--- src/rtl/serial_to_parallel.sv ---
// serial_to_parallel: rebuilds MSB-first serial words into a valid/ready output register,
// counting bits and words per frame and flagging overrun when the consumer stalls.
module serial_to_parallel #(
   parameter int DATA_WIDTH  = 16,
   parameter int FRAME_WORDS = 1,
   parameter int CNT_W       = 5
) (
   input  logic                  clk,
   input  logic                  rst_n,
   input  logic                  en,
   input  logic                  start,
   input  logic                  bit_valid,
   input  logic                  serial_in,
   input  logic                  data_ready,
   output logic [DATA_WIDTH-1:0] data_out,
   output logic                  data_valid,
   output logic                  busy,
   output logic                  frame_done,
   output logic                  overrun,
   output logic [CNT_W-1:0]      bit_count
);
   localparam int WCW = FRAME_WORDS > 1 ? $clog2(FRAME_WORDS) : 1;
   typedef enum logic {IDLE, SHIFT} state_t;
   state_t                state_q, state_d;
   logic [DATA_WIDTH-1:0] shift_q, shift_d, data_q, data_d;
   logic                  valid_q, valid_d, done_q, done_d, ovr_q, ovr_d;
   logic [CNT_W-1:0]      bcnt_q, bcnt_d;
   logic [WCW-1:0]        wcnt_q, wcnt_d;
   logic                  go, strobe, last_bit, last_word, word_done, can_load;
   logic [DATA_WIDTH-1:0] new_word;
   always_comb begin
      go        = en & start;
      strobe    = en & bit_valid & ~start & (state_q == SHIFT);
      last_bit  = bcnt_q == CNT_W'(DATA_WIDTH - 1);
      last_word = wcnt_q == WCW'(FRAME_WORDS - 1);
      word_done = strobe & last_bit;
      new_word  = {shift_q[DATA_WIDTH-2:0], serial_in};
      // a completed word may load while the previous one drains on the same edge
      can_load  = ~valid_q | data_ready;
      shift_d   = strobe ? new_word : shift_q;
      bcnt_d    = go ? '0 : strobe ? (last_bit ? '0 : bcnt_q + CNT_W'(1)) : bcnt_q;
      wcnt_d    = go ? '0 : word_done ? (last_word ? '0 : wcnt_q + WCW'(1)) : wcnt_q;
      ovr_d     = go ? 1'b0 : (word_done & ~can_load) ? 1'b1 : ovr_q;
      data_d    = (word_done & can_load) ? new_word : data_q;
      valid_d   = (word_done & can_load) ? 1'b1 : (valid_q & data_ready) ? 1'b0 : valid_q;
      done_d    = word_done & last_word;
      state_d   = go ? SHIFT : (word_done & last_word) ? IDLE : state_q;
   end
   always_ff @(posedge clk or negedge rst_n) begin
      if (!rst_n) begin
         state_q <= IDLE;
         shift_q <= '0;
         data_q  <= '0;
         valid_q <= 1'b0;
         done_q  <= 1'b0;
         ovr_q   <= 1'b0;
         bcnt_q  <= '0;
         wcnt_q  <= '0;
      end else begin
         state_q <= state_d;
         shift_q <= shift_d;
         data_q  <= data_d;
         valid_q <= valid_d;
         done_q  <= done_d;
         ovr_q   <= ovr_d;
         bcnt_q  <= bcnt_d;
         wcnt_q  <= wcnt_d;
      end
   end
   assign data_out   = data_q;
   assign data_valid = valid_q;
   assign busy       = state_q != IDLE;
   assign frame_done = done_q;
   assign overrun    = ovr_q;
   assign bit_count  = bcnt_q;
endmodule
--- config.mk ---
export PLATFORM = sky130hd
export DESIGN_NAME = serial_to_parallel
export DESIGN_NICKNAME = d
export VERILOG_FILES = /design/src/rtl/serial_to_parallel.sv
export SDC_FILE = /design/constraint.sdc
export NUM_CORES = 1
export LEC_CHECK = 0
export BUFFER_PORTS_ARGS = -buffer_cell sky130_fd_sc_hd__buf_2
export CAP_MARGIN = 20
export CORE_MARGIN = 1
export CORE_UTILIZATION = 25
export DETAILED_ROUTE_END_ITERATION = 8
export PLACE_DENSITY_LB_ADDON = 0.25
export SYNTH_ARGS = -nofsm -noshare
export SYNTH_HDL_FRONTEND = slang
export SYNTH_SLANG_ARGS = --single-unit
--- constraint.sdc ---
create_clock -name clk -period 3.8 [get_ports clk]
set_input_delay 0.38 -clock clk [delete_from_list [all_inputs] [get_ports clk]]
set_output_delay 0.38 -clock clk [all_outputs]
set_load 0.03 [all_outputs]
* After elaboration in Yosys (flattened, before gate mapping) *
Cells that the tools add are included.

storage, ports and cells
  output and inout port bits = 25
  word-level logic and storage cells = 42
  flip-flop bits (word level) = 41
  input bits = 7

cells by class
  $add $sub $neg = 2
  multiplexer cells = 12
  equality and inequality tests = 1
  bitwise operators = 14
  reductions and logical operators = 5

operators by type and width
  operator               count
  $mux W5                3
  $reduce_bool A2 Y1     5
  $and A1 B1 Y1          9
  $mux W1                9
  $add A5 B1 Y5 const B  1
  $eq A5 B4 Y1 const B   1
  $not A1 Y1             4
  $add A1 B1 Y1 const B  1
  $or A1 B1 Y1           1

* Depth between registers and ports, before layout *
Gate-level depths: netlist (run 1).

  word-level depth = 7
  gate-level depth with buffers = 5
  depth with buffers taken out = 4

* Least setup slack after synthesis (run 1) *
OpenSTA, ideal clock, no wires.

  path kind = register to register
  start point = reg bcnt_q[0] (netlist: bit_count[0])
  end point = reg data_q[10] (netlist: data_out[10])
  period minus slack after synthesis = 1.929 ns
  setup time = 0.125 ns
  setup slack = 1.871 ns
  arrival time = 1.804 ns
  path buffers = 1
  cell stages (with the launch flop) = 6
  data required time = 3.675 ns
  cell sequence = dfrtp_1 -> ha_1 -> nand4b_4 -> nor3_4 -> buf_8 -> mux2_2

between the ends
  cells in the longest elaborated chain, start to end = 3

RTL lines
  element                 RTL line  source
  from (decl)             27        logic [CNT_W-1:0] bcnt_q, bcnt_d;
  from (signal assigned)  66        bcnt_q <= bcnt_d;
  $eq A5 B4 Y1            34        last_bit = bcnt_q == CNT_W'(DATA_WIDTH - 1);
  $and A1 B1 Y1           36        word_done = strobe & last_bit;
  $and A1 B1 Y1           44        data_d = (word_done & can_load) ? new_word : data_q;
  to (signal assigned)    62        data_q <= data_d;
  to (decl)               25        logic [DATA_WIDTH-1:0] shift_q, shift_d, data_q, data_d;

Every way passes these cells.
A chain may end at the register's enable or synchronous reset.

* Worst setup path after layout (run 1) *
  start point = reg state_q (netlist: busy)
  end point = reg data_q[6] (netlist: data_out[6])

between the ends
  cells in the longest elaborated chain, start to end = 3

RTL lines
  element                 RTL line  source
  from (decl)             24        state_t state_q, state_d;
  from (signal assigned)  60        state_q <= state_d;
  $and A1 B1 Y1           33        strobe = en & bit_valid & ~start & (state_q == SHIFT);
  $and A1 B1 Y1           36
  $and A1 B1 Y1           44

Every way passes these cells.

==> flow_summary.toml, run 1 <==
[clock_network]
clkSlewWorstSetupHoldPaths_ps = 80
cts_buffers = 5
cts-hold-fix-buffers = 0
cts_setup_buffers = 0
htreeDepth = 2
ctsRootBufferMaster = "clkbuf_8"
cts_max_path_buffers = 2
tritoncts = "yes"
cts_sinks = 40
worstSkewPairLatency_ps = 300
cts_resized = 0

[detailed_routing]
wirelength_um = 3040
ant_nets = 0
vias_per_cell = 4.32
wl_per_cell_um = 12.3
vias = 1068
first_pass_iters = 4
drc_errors = 0
drt-initial-drc-count = 55

[yosys]
syn-num-nets = 146
ys_seq_elements = 40
seq_area_frac_synth_pct = 62.1
syn_avg_cell_area_sq_um = 11.7
synth_area_sq_um = 1610
synth_warnings = 0
synth_cell_type_count = 26
postSynthCellCount = 138

[grt]
grt_start_max_net_pins = 41
grt_pass1_wl_um = 4980
globalRouteOverflowTotal = 0
grt_pass1_vias = 1033
grt_use_total_pct = 10.2
grt_antenna_before_repair = 0

[pwr]
finalPower_uw = 882
p_per_area_nw_per_um2 = 455
irDropWorstVdd_mv = 0.154
power_leakage_uw = 0.00108

[floorplanning]
die_h_um = 82.3
core-area_sq_um = 6060
ios = 32
die_w_um = 82.3
dieArea_sq_um = 6770
num_rows = 28
initial_core_util_pct = 26.6

[layout]
area_delta_synth_final_pct = 20.4
layout_commonest_cell = "nand2_1"
layout_common_cells = "nand2_1 (51), dfrtp_1 (40), buf_2 (31)"
final_layout_size_suffix_gt1_share_pct = 34.3
layout.nets = 179
post-route-cell-area_sq_um = 1940
diodes = 0

[sta]
fin_crit_ps = 2100
setup_viol = 0
slew_viol_final = 0
skew_ps = 4.78
slew_headroom_pct = 41.0
fin_crit_sh_pct = 55.4
rsz0062_at_grt = "false"
hold_viol_final = 0
fin_setup_tns_ps = 0
worst_pin_slew_ps = 885
fmax_mhz = 475
setup_ws_ps = 1700

[worst_setup_path]
worstPathRequired_ps = 3990
critical_path_class = "reg2reg"
cp.arrival_ps = 2290
path_max_fanout = 26
crit_path_end_kind = "flip-flop"
start_kind = "flip-flop"

[run]
drv_cap = 0

[placement]
place.gp.congestion = 0.674
hpwl_um = 1950
port-buffer-count = 31
placed_cell_area_sq_um = 1830
pre_cts_ws_ps = 1540

[min_path]
min_path_type = "in2async"

[status]
status = "finished, final reports clean"
[critical path, stage by stage (launching register included)]
cell	delay (ps)
dfrtp_1	430
nand4b_4	370
nor3_4	780
mux2_2	410
[flip-flops by register name, indices dropped and copies added, names as in the netlist]
register / count
data_out: 16
frame_done: 1
bit_count: 5
shift_q: 15
data_valid: 1
overrun: 1
busy: 1
[layout make-up]
type,instances,area [sq um]
clock inverter,3,42.5
timing repair buffer,31,155
multi-input combinational,91,572
clock buffer,5,68.8
fill,628,4120
sequential,40,1000
tap,75,93.8
inverter,2,7.51
[path summary, 6_finish.rpt]
path                       startpoint            to  slack [ps]  cells past startpoint
min in group clk            serial_in    shift_q[0]         300                      3
setup / recovery                 busy   data_out[6]        1700                      3
setup reg to reg                 busy   data_out[6]        1700                      3
max in group asynchronous       rst_n    shift_q[0]        3050                      1
hold reg to reg               overrun       overrun         490                      1
hold / removal                  rst_n  bit_count[4]         200                      1
[stage by stage]
step                      cells  hold WS, ps  utilization (%)
final                       247          200             32.0
after global routing        247          282             32.0
after CTS                   247          242             32.0
after detailed placement    239          479             30.2
after global placement      239          475             30.2
after floorplan             138         84.4                -
[Yosys cell counts]
master,count,area share [%]
and2_1,1,0.39
nor2_1,1,0.23
o21ai_0,2,0.62
nand3b_1,1,0.47
buf_2,1,0.31
mux2_2,16,11
ha_1,1,0.78
and2b_1,1,0.47
or3_2,1,0.47
o22ai_1,1,0.39
and4b_1,1,0.62
a41oi_1,1,0.54
inv_1,2,0.47
nand4b_4,2,3.0
nor4_1,1,0.39
a21oi_1,2,0.62
o21a_1,1,0.47
nand4_1,1,0.39
dfrtp_1,40,62
clkbuf_1,1,0.23
nand2_1,51,12
nand3_1,4,1.2
or3_1,1,0.39
buf_8,1,0.93
buf_1,2,0.47
nor3_4,1,1.0
[where the power goes]
part / total [uW] / internal [uW] / switching [uW]
registers: 477 / 455 / 22.7
clock network: 348 / 194 / 153
logic: 57.3 / 19.2 / 38.1
total: 882 / 668 / 214
[per-layer routing]
| metal | vias to the layer above | track usage [%] | wire length (um) |
|---|---|---|---|
| met4 | 0 | 5.26 | 34 |
| met5 | - | 0 | 0 |
| met1 | 507 | 14.3 | 1580 |
| met2 | 30 | 13.5 | 1220 |
| li1 | 526 | - | - |
| met3 | 5 | 3.74 | 208 |
[logic make-up after synthesis]
| logic type | share of synthesized area, % |
|---|---|
| and+or+nand+nor | 20.9 |
| AOI/OAI and AO/OA | 2.64 |
| buffers and inverters | 2.41 |
| DFF | 62.1 |
| adders and majority gates | 0.776 |
| muxes | 11.2 |
Note: power is estimated with default switching activity, not from simulation.
==> inputs of run 2 (changes only) <==
clock period = 2.2 ns   (was 3.8 ns; I/O delays follow)
==> run 2 against run 1 <==
Clock-buffer cell count is 1 higher. Clock skew is 2.7 ps higher. Critical path depth is 2 higher. Sequential share of layout area is 0.49 points lower. Power is 71% higher. Worst setup slack worse by 1300 ps. Non-clock buffer count is 3 higher. Flip-flop and latch count stayed put. Register-to-register slack worse by 1300 ps. First-iteration DRC count is 15% lower. Clock power is 66% higher. Hold slack worse by 140 ps. Largest power group unchanged. Highest routed layer unchanged.
==> flow_summary.toml, run 2 (synthesis gave the netlist of run 1 again) <==
[sta]
slew_headroom_pct = 40.9
fin_crit_sh_pct = 81.2
skew_ps = 7.48
fmax_mhz = 560
setup_viol = 0
setup_ws_ps = 414
hold_viol_final = 0
fin_setup_tns_ps = 0
rsz0062_at_grt = "false"
fin_crit_ps = 1790
worst_pin_slew_ps = 886
slew_viol_final = 0

[worst_setup_path]
cp_slowest_cell = "dfrtp_1"
worstPathRequired_ps = 2370
critical_path_class = "reg2reg"
max_stage_delay_ps = 420
start_kind = "flip-flop"
worstRegToRegCells = 5
path_max_fanout = 16
cp.arrival_ps = 1960
crit_path_end_kind = "flip-flop"
path_cells = "ha_1 > nand4b_4 > nor3_4 > buf_4 > mux2_2"

[layout]
area_delta_synth_final_pct = 21.6
fin_util_pct = 32.3
layout.nets = 182
largest_reg_flops = 16
final_layout_size_suffix_gt1_share_pct = 34.9
layout_commonest_cell = "nand2_1"
diodes = 0
final-instance-count-excl-fill = 250
layout_common_cells = "nand2_1 (51), dfrtp_1 (40), buf_2 (31)"

[placement]
place.gp.congestion = 0.711
port-buffer-count = 31
hpwl_um = 1960
pre_cts_ws_ps = 404
dpl.cell_count = 242

[clock_network]
cts-hold-fix-buffers = 0
cts_setup_buffers = 0
cts_buffers = 5
cts_resized = 0
worstSkewPairLatency_ps = 290
cts_max_path_buffers = 2
ctsRootBufferMaster = "clkbuf_8"
tritoncts = "yes"
cts_sinks = 40
clkSlewWorstSetupHoldPaths_ps = 80
htreeDepth = 2

[pwr]
comb_power_share_pct = 6.7
irDropWorstVdd_mv = 0.302
p_per_area_nw_per_um2 = 768
seq_power_share_pct = 54.8
p_int_uw = 1160
switching_share_pct = 23.0
switching_power_uw = 347
pwr-share-clk_pct = 38.5
power_leakage_uw = 0.00110

[grt]
grt_start_max_net_pins = 41
globalRouteOverflowTotal = 0
grt_antenna_before_repair = 0
grt_use_total_pct = 10.7
grt_pass1_vias = 1110
grt_pass1_wl_um = 5330

[floorplanning]
dieArea_sq_um = 6770
initial_core_util_pct = 26.6
num_rows = 28
die_w_um = 82.3
core-area_sq_um = 6060
ios = 32
die_h_um = 82.3

[run]
drv_cap = 0

[detailed_routing]
wirelength_um = 2970
wl_per_cell_um = 11.9
first_pass_iters = 4
drc_errors = 0
vias = 1081
vias_per_cell = 4.32
ant_nets = 0
drt-initial-drc-count = 47

[status]
status = "finished, final reports clean"

[min_path]
min_path_type = "in2async"
[run 2: cell count changes in the layout (fill, tap and decap cells not counted), sizes merged]
cell      change
buf           +3
clkbuf        +1
clkinvlp      -1
[run 2: cell type report]
| class | instances | area, sq um |
|---|---|---|
| clock buffer | 6 | 72.6 |
| clock inverter | 2 | 35.0 |
| fill | 626 | 4100 |
| inverter | 2 | 7.51 |
| multi-input combinational | 91 | 572 |
| sequential | 40 | 1000 |
| tap | 75 | 93.8 |
| timing repair buffer | 34 | 178 |
[run 2: worst max-delay path: cells and delay by family, from the launching register on]
family / cells / cell delay, ps
and+or+nand+nor: 2 / 370
DFF: 1 / 420
buffers and inverters: 1 / 260
muxes: 1 / 360
adders and majority gates: 1 / 260
[run 2: worst paths after layout]
kind	from	to	slack, ps
setup reg to reg	bit_count[0]	data_out[13]	410
hold reg to reg	shift_q[14]	shift_q[14]	480
max in group asynchronous	rst_n	data_out[0]	1590
min in group clk	serial_in	shift_q[0]	150
setup / recovery	bit_count[0]	data_out[13]	410
hold / removal	rst_n	data_out[11]	60
[run 2: per-stage QoR]
step                total power [uW]  hold slack, ps  area [sq um]
finish                          1500            55.3          1960
global route                    1590             127          1960
CTS                             1540            81.3          1960
detailed placement               944             401          1850
global placement                 942             403          1850
floorplan                        893           -75.6          1610
[run 2: routing by layer]
layer	vias to the layer above	wire [um]	GRT usage, %
met5	-	0	0
met4	0	36	4.21
met3	5	168	3.52
met2	24	1300	15.6
met1	519	1470	14.4
li1	533	-	-
[run 2: power groups by stage]
stage               registers [uW]  logic [uW]  clock network [uW]
floorplan                      837        56.2                   0
global placement               839         103                   0
detailed placement             838         106                   0
CTS                            825         105                 607
global route                   835         121                 631
finish                         824         101                 579
==> inputs of run 3 (changes only) <==
clock period = 1.8 ns   (was 2.2 ns; I/O delays follow)
==> run 3 against run 2 <==
Clock-buffer cell count unchanged. Clock skew grew 0.52 ps. Via count up 1.8%. Die area unchanged. Sequential power is 23% higher. Largest cell class unchanged. Flip-flop and latch count stayed put. Register-to-register slack worse by 240 ps. Final area up 1.5%. Worst setup slack worse by 240 ps. Sequential share of layout area decreased by 0.65 points. Hold slack better by 41 ps. Critical path depth is the same.
==> flow_summary.toml, run 3 (synthesis gave the netlist of run 1 again) <==
[layout]
layout_commonest_cell = "nand2_1"
area_delta_synth_final_pct = 23.4
final_layout_size_suffix_gt1_share_pct = 36.7
fin_util_pct = 32.8
nFillCells = 632
layout_common_cells = "nand2_1 (51), dfrtp_1 (38), buf_2 (31)"
post-route-cell-area_sq_um = 1990
final-instance-count-excl-fill = 252
layout.nets = 184
largest_reg_flops = 16
diodes = 0

[clock_network]
ctsRootBufferMaster = "clkbuf_8"
cts_setup_buffers = 0
worstSkewPairLatency_ps = 290
cts_resized = 0
clkSlewWorstSetupHoldPaths_ps = 80
cts_sinks = 40
cts_max_path_buffers = 2
tritoncts = "yes"
htreeDepth = 2
cts_buffers = 5

[detailed_routing]
ant_nets = 0
wl_met1_um = 1460
wl_per_cell_um = 11.9
route.met2.wl_um = 1320
highest-signal-layer = "met4"
wirelength_um = 3010
drt-initial-drc-count = 42
wl_met3_um = 182
drc_errors = 0
vias = 1100
first_pass_iters = 4
vias_per_cell = 4.37

[sta]
slew_headroom_pct = 84.0
fin_crit_ps = 1630
slew_viol_final = 0
fin_crit_sh_pct = 90.6
hold_viol_final = 0
setup_viol = 0
skew_ps = 8.00
fin_setup_tns_ps = 0
rsz0062_at_grt = "false"
worst_pin_slew_ps = 239
fmax_mhz = 613

[worst_setup_path]
worstSetupStartpoint = "bit_count[0]"
crit_path_end_kind = "flip-flop"
rrSetupSlack_ps = 170
worst-path-stages = 5
path_delay_family = "flip-flops"
max_stage_delay_ps = 390
start_kind = "flip-flop"
path_max_fanout = 16
crit_buf_inv = 1
timing.rr.end = "data_out[3]"
critical_path_class = "reg2reg"
worstRegToRegCells = 5
r2r-start = "bit_count[0]"
crit_path_end = "data_out[3]"
worstPathRequired_ps = 1970
path_cells = "ha_1 > nand4b_4 > nor3_4 > buf_12 > mux2_2"
cp_slowest_cell = "dfrtp_2"
cp.arrival_ps = 1800

[pwr]
finalPower_uw = 1750
seq_power_share_pct = 57.6
switching_power_uw = 434
p_per_area_nw_per_um2 = 880
comb_power_share_pct = 7.5
irDropWorstVdd_mv = 0.418
p_int_uw = 1320
power_leakage_uw = 0.00110
switching_share_pct = 24.8
pwr-share-clk_pct = 35.0

[placement]
place.gp.congestion = 0.676
hpwl_um = 1960
dpl.cell_count = 243
placed_cell_area_sq_um = 1890
port-buffer-count = 31

[grt]
globalRouteOverflowTotal = 0
grt_pass1_wl_um = 5020
grt_use_total_pct = 10.2
grt_start_max_net_pins = 41
grt_antenna_before_repair = 0
grt_pass1_vias = 1039

[status]
status = "finished, final reports clean"

[min_path]
min_path_type = "in2reg"

[floorplanning]
core-area_sq_um = 6060
num_rows = 28
initial_core_util_pct = 26.6
dieArea_sq_um = 6770
die_w_um = 82.3
ios = 32
die_h_um = 82.3

[run]
drv_cap = 0
run 3: power groups by stage:
stage	clock [uW]	sequential, uW	combinational [uW]
after floorplan	0	1020	68.7
after global placement	0	1030	131
after detailed placement	0	1030	133
after CTS	640	1010	136
after global routing	678	1020	152
final	612	1010	131
run 3: what timing repair did:
item                                   CTS  global route
setup endpoints to repair                0             0
endpoints found under the hold margin   40             0
hold buffers                             1             0
run 3: layout make-up:
type | count | area, sq um | share of cell area, %
sequential | 40 | 1000 | 50.4
multi-input combinational | 91 | 572 | 28.7
timing repair buffer | 36 | 220 | 11.1
tap | 75 | 93.8 | 4.72
clock buffer | 6 | 82.6 | 4.15
clock inverter | 2 | 10.0 | 0.503
inverter | 2 | 7.51 | 0.377
run 3: metrics by stage:
| stage | worst slack [ps] | hold WS, ps |
|---|---|---|
| 6_report | 169 | 95.9 |
| 2_1_floorplan | 24.0 | -116 |
| 3_5_place_dp | 174 | 171 |
| 4_1_cts | 155 | 94.6 |
| 3_3_place_gp | 201 | 175 |
| 5_1_grt | 52.8 | 118 |
run 3: how the worst min path moves through the flow:
stage,cells past startpoint,slack [ps],startpoint,endpoint
final,3,100,serial_in,shift_q[0]
after CTS,3,90,serial_in,shift_q[0]
after global routing,2,120,data_ready,data_valid
after detailed placement,2,170,rst_n,bit_count[4]
after floorplan,0,-120,rst_n,bit_count[0]
after global placement,2,170,rst_n,bit_count[3]
run 3: layer usage:
layer  GRT usage (%)  vias to the layer above
li1                -                      536
met1            12.8                      536
met4            4.21                        0
met5               0                        -
met3            4.29                        5
met2            15.2                       23
run 3: worst reg2reg max path: cells and delay by family (launching register included):
family	cells	cell delay, ps
muxes	1	340
and+or+nand+nor	2	370
DFF	1	390
buffers and inverters	1	180
adders and majority gates	1	240
